### config.mk
export PLATFORM = sky130hd
export DESIGN_NAME = sa_conv_sequencer
export DESIGN_NICKNAME = d
export VERILOG_FILES = /design/src/rtl/sa_pkg.sv /design/src/rtl/sa_skew_decode.sv /design/src/rtl/sa_conv_sequencer.sv
export SDC_FILE = /design/constraint.sdc
export NUM_CORES = 1
export LEC_CHECK = 0
export ABC_AREA = 0
export CORE_MARGIN = 3
export CORE_UTILIZATION = 45
export CTS_CLUSTER_SIZE = 10
export DETAILED_ROUTE_END_ITERATION = 6
export DONT_BUFFER_PORTS = 1
export SLEW_MARGIN = 20
export SYNTH_ARGS = -nofsm -noshare
export SYNTH_HDL_FRONTEND = slang
export SYNTH_SLANG_ARGS = --single-unit
### constraint.sdc
create_clock -name clk -period 6.6 [get_ports clk]
set_input_delay 0.99 -clock clk [delete_from_list [all_inputs] [get_ports clk]]
set_output_delay 0.99 -clock clk [all_outputs]
set_load 0.01 [all_outputs]
### src/rtl/sa_pkg.sv
// ---------------------------------------------------------------------------
// sa_pkg
// Shared definitions for the systolic-array convolution sequencer:
//   - state_e   : sequencer FSM encoding (3-bit)
//   - feed_len  : number of FEED cycles needed for reduction length k on an
//                 n x n array (k + 2(n-1): operand skew across both edges)
// ---------------------------------------------------------------------------
package sa_pkg;

    typedef enum logic [2:0] {
        ST_IDLE = 3'd0,
        ST_CLR  = 3'd1,
        ST_FEED = 3'd2,
        ST_DRN  = 3'd3,
        ST_DONE = 3'd4
    } state_e;

    function automatic int unsigned feed_len(input int unsigned k, input int unsigned n);
        return k + 2 * (n - 1);
    endfunction

endpackage

### src/rtl/sa_skew_decode.sv
// ---------------------------------------------------------------------------
// sa_skew_decode
// Purely combinational skew decoder. Lane g (row g and column g) is active
// for feed cycles g <= t < g + klen and then reads buffer element t - g.
// Rows and columns share the same offset, so one lane drives both.
//
// Ports:
//   en_i       : 1      decode enable (high only in FEED)
//   t_i        : TW     feed counter
//   klen_i     : LW     latched reduction length
//   row_vld_o  : N      per-row data valid
//   row_idx_o  : N*IW   per-row data-buffer read index, lane g at [g*IW +: IW]
//   col_vld_o  : N      per-column weight valid
//   col_idx_o  : N*IW   per-column weight-buffer read index
// ---------------------------------------------------------------------------
module sa_skew_decode #(
    parameter int N  = 3,
    parameter int IW = 4,
    parameter int LW = 5,
    parameter int TW = 5
) (
    input  logic            en_i,
    input  logic [TW-1:0]   t_i,
    input  logic [LW-1:0]   klen_i,
    output logic [N-1:0]    row_vld_o,
    output logic [N*IW-1:0] row_idx_o,
    output logic [N-1:0]    col_vld_o,
    output logic [N*IW-1:0] col_idx_o
);

    for (genvar g = 0; g < N; g++) begin : g_lane
        localparam logic [TW-1:0] OFF = TW'(g);

        logic          lane_vld;
        logic [TW-1:0] lane_rel;

        // One extra bit on the upper bound so g + klen cannot wrap.
        assign lane_vld = en_i && (t_i >= OFF) &&
                          ({1'b0, t_i} < ({1'b0, OFF} + (TW+1)'(klen_i)));
        assign lane_rel = t_i - OFF;

        assign row_vld_o[g]           = lane_vld;
        assign col_vld_o[g]           = lane_vld;
        assign row_idx_o[g*IW +: IW]  = lane_vld ? IW'(lane_rel) : '0;
        assign col_idx_o[g*IW +: IW]  = lane_vld ? IW'(lane_rel) : '0;
    end

endmodule

### src/rtl/sa_conv_sequencer.sv
// ---------------------------------------------------------------------------
// sa_conv_sequencer
// Tile sequencer for an output-stationary N x N systolic array of pe cells.
// A start in IDLE latches k_len (clamped to KMAX) and runs
// CLR -> FEED (k_len + 2(N-1) cycles) -> DRN -> DONE -> IDLE.
// All outputs decode from registered state only.
//
// Ports:
//   clk        : clock, rising edge
//   rst        : asynchronous active-high reset
//   start      : begin a tile (sampled in IDLE only)
//   k_len      : LW     reduction length, 0..KMAX (larger values clamp)
//   busy       : high in every state except IDLE
//   arr_clear  : one-cycle accumulator clear for every pe
//   row_vld    : N      row i injects real data
//   row_idx    : N*IW   row i data-buffer index at [i*IW +: IW]
//   col_vld    : N      column j injects real weight
//   col_idx    : N*IW   column j weight-buffer index at [j*IW +: IW]
//   res_vld    : one-cycle pulse, all pe outputs final
//   done       : one-cycle pulse, coincident with res_vld
// ---------------------------------------------------------------------------
module sa_conv_sequencer
    import sa_pkg::*;
#(
    parameter int N    = 3,
    parameter int KMAX = 16,
    parameter int IW   = $clog2(KMAX),
    parameter int LW   = $clog2(KMAX + 1)
) (
    input  logic            clk,
    input  logic            rst,
    input  logic            start,
    input  logic [LW-1:0]   k_len,
    output logic            busy,
    output logic            arr_clear,
    output logic [N-1:0]    row_vld,
    output logic [N*IW-1:0] row_idx,
    output logic [N-1:0]    col_vld,
    output logic [N*IW-1:0] col_idx,
    output logic            res_vld,
    output logic            done
);

    // Feed counter must reach KMAX + 2(N-1) - 1.
    localparam int TW = $clog2(KMAX + 2 * N);

    state_e        state_q, state_d;
    logic [TW-1:0] t_q, t_d;
    logic [LW-1:0] klen_q, klen_d;
    logic [TW-1:0] t_last;

    assign t_last = TW'(feed_len(32'(klen_q), N) - 1);

    always_ff @(posedge clk or posedge rst) begin
        if (rst) begin
            state_q <= ST_IDLE;
            t_q     <= '0;
            klen_q  <= '0;
        end else begin
            state_q <= state_d;
            t_q     <= t_d;
            klen_q  <= klen_d;
        end
    end

    always_comb begin
        state_d = state_q;
        t_d     = t_q;
        klen_d  = klen_q;
        unique case (state_q)
            ST_IDLE: begin
                if (start) begin
                    klen_d  = (k_len > LW'(KMAX)) ? LW'(KMAX) : k_len;
                    state_d = ST_CLR;
                end
            end
            ST_CLR: begin
                t_d     = '0;
                // Zero-length tile: nothing to feed, accumulators stay cleared.
                state_d = (klen_q == '0) ? ST_DRN : ST_FEED;
            end
            ST_FEED: begin
                if (t_q == t_last) begin
                    state_d = ST_DRN;
                end else begin
                    t_d = t_q + TW'(1);
                end
            end
            ST_DRN:  state_d = ST_DONE;
            ST_DONE: state_d = ST_IDLE;
            default: state_d = ST_IDLE;
        endcase
    end

    assign busy      = (state_q != ST_IDLE);
    assign arr_clear = (state_q == ST_CLR);
    assign res_vld   = (state_q == ST_DONE);
    assign done      = (state_q == ST_DONE);

    sa_skew_decode #(
        .N  (N),
        .IW (IW),
        .LW (LW),
        .TW (TW)
    ) u_skew (
        .en_i      (state_q == ST_FEED),
        .t_i       (t_q),
        .klen_i    (klen_q),
        .row_vld_o (row_vld),
        .row_idx_o (row_idx),
        .col_vld_o (col_vld),
        .col_idx_o (col_idx)
    );

endmodule

# [Yosys cells after proc, flatten, opt, wreduce, memory -nomap -nowiden]
# Cells that the tools add are included.
[word_totals] mem_count=0 latchBits=0 ramBits=0 mem_bits_ro=0 out_inout_bits=34 ff_bits=13 elab_cells=48
[classes] eq_ne=8 reduce_logical=13 shift=0 n_addsub=7 n_lt_le_gt_ge=7 bitwise=0 mux=10 multipliers=0 n_div=0
[op_table] cell="< comparator 5 x 6 -> 1 bit" n=2
[op_table] cell="two-way mux 4 bit" n=3
[op_table] cell="one-hot mux 3 bit (4 select lines)" n=1
[op_table] cell="greater-or-equal comparator 5 x 1 -> 1 bit (second input constant)" n=2
[op_table] cell="two-way mux 5 bit" n=2
[op_table] cell="one-hot mux 5 bit (2 select lines)" n=1
[op_table] cell="adder 1 x 5 -> 6 bit (first input constant)" n=1
[op_table] cell="adder 2 x 5 -> 6 bit (first input constant)" n=1
[op_table] cell="== test 3 x 2 -> 1 bit (second input constant)" n=2
[op_table] cell="logical AND 1 bit" n=6
[op_table] cell="two-way mux 3 bit" n=2
[op_table] cell="!= test 2 bit (second input constant)" n=3
[op_table] cell="AND reduction 2 bit" n=3
[op_table] cell="adder 5 x 1 -> 5 bit (second input constant)" n=1
[op_table] cell="adder 5 x 3 -> 5 bit (second input constant)" n=1
[op_table] cell="== test 5 bit" n=1
[op_table] cell="greater-or-equal comparator 5 x 2 -> 1 bit (second input constant)" n=1
[op_table] cell="> comparator 5 bit (second input constant)" n=1
[op_table] cell="logical NOT 5 bit" n=1
[op_table] cell="< comparator 5 bit" n=1
[op_table] cell="subtractor 5 x 1 -> 5 bit (second input constant)" n=1
[op_table] cell="subtractor 4 x 1 -> 4 bit (second input constant)" n=1
[op_table] cell="subtractor 4 x 2 -> 4 bit (second input constant)" n=1
[op_table] cell="== test 3 x 1 -> 1 bit (second input constant)" n=1
[op_table] cell="5 further kinds" n=5

# [Longest topological paths before layout]
[depth] word_depth=5 ltp_mapped=10

# [Hierarchy]
# From an unflattened synthesis, not the netlist that was laid out.
[hier_totals] hier_cells=191 hier_area_um2=1560.2
[by_module_without_submodules] mod="sa_conv_sequencer" area_each_um2=830.8 n_inst=1 cells_each=89 seq_area_each_um2=325.3
[by_module_without_submodules] mod="sa_skew_decode" area_each_um2=729.4 n_inst=1 cells_each=102 seq_area_each_um2=0.0

# [Least setup slack after synthesis]
# OpenSTA, ideal clock, no wires.
[synth_timing] path_kind="reg-to-output" start="reg klen_q[1]" end="out row_idx[4]" path_stages_with_launch=11 setup_slack_ns=3.406 arrival_ns=2.204 path_cell_list="dfrtp_1 inv_1 ha_1 inv_1 ha_1 nor2b_1 o21a_1 o21ai_0 a21oi_1 nor3b_1 buf_4"
[synth_via] elab_chain_cells=4
[synth_rtl] item="from (decl)" line_no="sa_conv_sequencer.sv:49" text="logic [LW-1:0] klen_q, klen_d;"
[synth_rtl] item="from (signal assigned)" line_no="sa_conv_sequencer.sv:62" text="klen_q <= klen_d;"
[synth_rtl] item="adder 1 x 5 -> 6 bit" line_no="sa_skew_decode.sv:39" text="({1'b0, t_i} < ({1'b0, OFF} + (TW+1)'(klen_i)));"
[synth_rtl] item="< comparator 5 x 6 -> 1 bit" line_no="sa_skew_decode.sv:39"
[synth_rtl] item="logical AND 1 bit" line_no="sa_skew_decode.sv:38" text="assign lane_vld = en_i && (t_i >= OFF) &&"
[synth_rtl] item="two-way mux 4 bit"
[synth_rtl] item="to (decl)" line_no="sa_conv_sequencer.sv:37" text="output logic [N*IW-1:0] row_idx,"
# No other way between the ends.

# [Worst setup path after layout]
[layout_timing] start="reg klen_q[1]" end="out row_idx[5]"
# The elaborated chain is that of the path after synthesis.

==> run_results.csv <==
group,metric,value,unit
outcome,outcome,"finished clean",
worst_hold_path,hp-class,"register to register",
placed_design,hpwl,2400,microns
power,swShare,0.535,
worst_setup_path,crit_path_end_kind,"output port",
worst_setup_path,crit_family,"simple AND/OR/NAND/NOR gates",
clocking,hold_buffers,0,
placed_design,gp_congestion,0.823,
detailed_routing,routed_wl,3080,microns
layout,syn_to_final_growth,-5.38,%
global_route,grt_pass1_vias,1117,
yosys,synth_flop_cell,"dfrtp_1",
layout,layout_commonest_cell,"ha_1",
yosys,synth_cell_types,39,
timing,fin_skew,7.56,ps
detailed_routing,wl_per_cell,14.8,microns
yosys,syn-num-nets,217,
worst_setup_path,slowest_stage,"nor3b_1",
clocking,clockBufferDepth,2,
layout,insertedDiodeCount,0,
detailed_routing,drtIter0Drc,38,
floorplan,die_y,64.9,microns
floorplan,row_count,20,
worst_setup_path,cpPeakStageDelay,590,ps
power,irDropWorstVdd,0.000223,V
floorplan,core,0.00318,sq mm
layout,nFillCells,337,
global_route,grt_pass1_wl,5260,microns
global_route,overflow,0,
yosys,synth_area,0.00156,sq mm
clocking,post_cts_resized,0,
timing,setup_viol,0,
floorplan,dieWidth,64.9,microns
detailed_routing,antenna_left,0,
clocking,clockRootBuffer,"clkbuf_4",
timing,setup_tns,0,ps
layout,layout_common_cells,"26 x ha_1, 17 x nand2_1, 13 x inv_1, 13 x dfrtp_1",
yosys,synth_warnings,0,
clocking,clk_latency,270,ps
worst_setup_path,worstSetupStartpointType,"register",
clocking,numClockSinks,13,
floorplan,initial_utilization,0.491,
power,p_clk_frac,0.070,
worst_setup_path,worst-setup-path-type,"register to output port",
run,drv_cap,0,
global_route,grt_max_degree,14,
timing,drv_slew,0,
yosys,avgSynthCellArea,8.52,sq um
worst_setup_path,cp.arrival,2630,ps
yosys,synth_edf_count,0,
placed_design,portBuffers,0,
timing,slew_headroom,0.369,
power,seq_power_share,0.254,
layout,drive_gt1_frac,0.0915,
timing,fin_crit_sh,0.549,
power,p_int,326,uW
detailed_routing,drc,0,
yosys,synthCells,183,
clocking,postCtsSetupBuffers,0,
floorplan,dieArea,0.00421,sq mm
power,comb_power_share,0.676,
power,power.density,476,mW/mm^2
worst_setup_path,crit_fanout,6,
clocking,cts_max_level,1,
yosys,synth-seq-cells,13,
timing,min_period,3620,ps
timing,rsz0062_at_grt,"false",
clocking,cts.reportedPaths.clkPinSlew,80,ps
worst_setup_path,crit_chain,"inv_1 -> ha_1 -> inv_1 -> ha_1 -> nor2b_1 -> o21a_1 -> o21ai_0 -> a21oi_1 -> nor3b_1",
detailed_routing,vias,1115,
clocking,cts_tree,"done",
floorplan,num_io_pins,42,
global_route,antenna_found_initial,0,
power,power_leakage,0.672,nW
timing,fmax,0.276,GHz
layout,final_core_util,0.464,
yosys,synth-seq-area-share,0.209,
clocking,numCtsBuffers,3,
timing,fin_hold_ws,558,ps
worst_setup_path,cp_data_required_time,5610,ps
timing,worst_pin_slew,937,ps
worst_setup_path,path_buf_inv,2,
global_route,grt_usage,0.158,
layout,nets,199,
timing,hold_violations,0,
detailed_routing,first_pass_iters,4,
yosys,synthArstFlopShare,1.00,
power,power_switching,376,uW
detailed_routing,viasPerCell,5.36,
-- final cells by class --
type,count,area [sq um],share of cell area
multi-input cells,133,1020,0.689
clock buffers,4,26.3,0.0178
inverters,14,52.6,0.0356
well taps,44,55.1,0.0373
flip-flops and latches,13,325,0.221
-- worst register-to-register path, cell delays in order (launching register included) --
cell,delay (ps)
dfrtp_1,440
inv_1,130
ha_1,330
xor2_1,220
nand4_1,130
or3_4,380
a21oi_1,130
a31oi_1,60
-- stage by stage --
step	worst slack (ps)	power, mW	area (sq um)	std cells
after floorplan	3410	0.618	1560	183
after global placement	3300	0.641	1450	204
after detailed placement	3240	0.657	1450	204
after CTS	2930	0.710	1480	208
after global routing	2670	0.791	1480	208
final	2980	0.703	1480	208
-- path summary, 6_finish.rpt --
kind | from | endpoint | slack, ps | depth (start not counted)
max in group asynchronous | rst | state_q[0] | 5640 | 1
min in group asynchronous | rst | state_q[1] | 620 | 1
min | state_q[2] | state_q[0] | 560 | 1
max reg2reg | klen_q[1] | t_q[3] | 4650 | 7
max | klen_q[1] | row_idx[5] | 2980 | 9
min reg2reg | state_q[2] | state_q[0] | 560 | 1
-- flip-flops by register name, indices dropped and copies added, names as in the netlist --
| name | count |
|---|---|
| t_q | 5 |
| state_q | 3 |
| klen_q | 5 |
-- cell usage after synthesis (2+ instances only) --
| library cell | count | share of area |
|---|---|---|
| xor2_1 | 4 | 0.022 |
| ha_1 | 26 | 0.21 |
| nand3_1 | 7 | 0.022 |
| xnor2_1 | 9 | 0.051 |
| nor2b_1 | 3 | 0.012 |
| nand2_1 | 17 | 0.041 |
| buf_4 | 20 | 0.096 |
| nand2b_1 | 4 | 0.016 |
| nor2_1 | 9 | 0.022 |
| nor4_1 | 3 | 0.012 |
| a31oi_1 | 2 | 0.0080 |
| nor3b_1 | 5 | 0.024 |
| a21oi_1 | 5 | 0.016 |
| o21a_1 | 4 | 0.019 |
| or3_4 | 2 | 0.014 |
| o21ai_1 | 4 | 0.013 |
| dfrtp_1 | 13 | 0.21 |
| a21oi_2 | 2 | 0.011 |
| nor3_1 | 5 | 0.016 |
| inv_1 | 13 | 0.031 |
| o21ai_0 | 6 | 0.019 |
| buf_2 | 3 | 0.0096 |
-- layer usage --
layer	GRT usage	share of wire	vias to the layer above	wire length [microns]
li1	-	-	574	-
met1	0.217	0.50	513	1550
met2	0.254	0.44	26	1370
met3	0.0225	0.048	2	147
met4	0.0475	0.0062	0	19
met5	0	0	-	0
-- power groups by stage --
stage | combinational (mW) | sequential, mW | clock, mW
2_1_floorplan | 0.471 | 0.147 | 0
3_3_place_gp | 0.464 | 0.178 | 0
3_5_place_dp | 0.476 | 0.181 | 0
4_1_cts | 0.480 | 0.179 | 0.0506
5_1_grt | 0.546 | 0.188 | 0.0560
6_report | 0.475 | 0.179 | 0.0491
-- logic make-up after synthesis --
kind of cell	synth area share
simple gates	0.218
buf+inv	0.140
compound gates	0.128
fa+ha+maj	0.209
xor+xnor	0.0891
flops	0.209
mux	0.00722
Power figures use the tool's default switching activity.
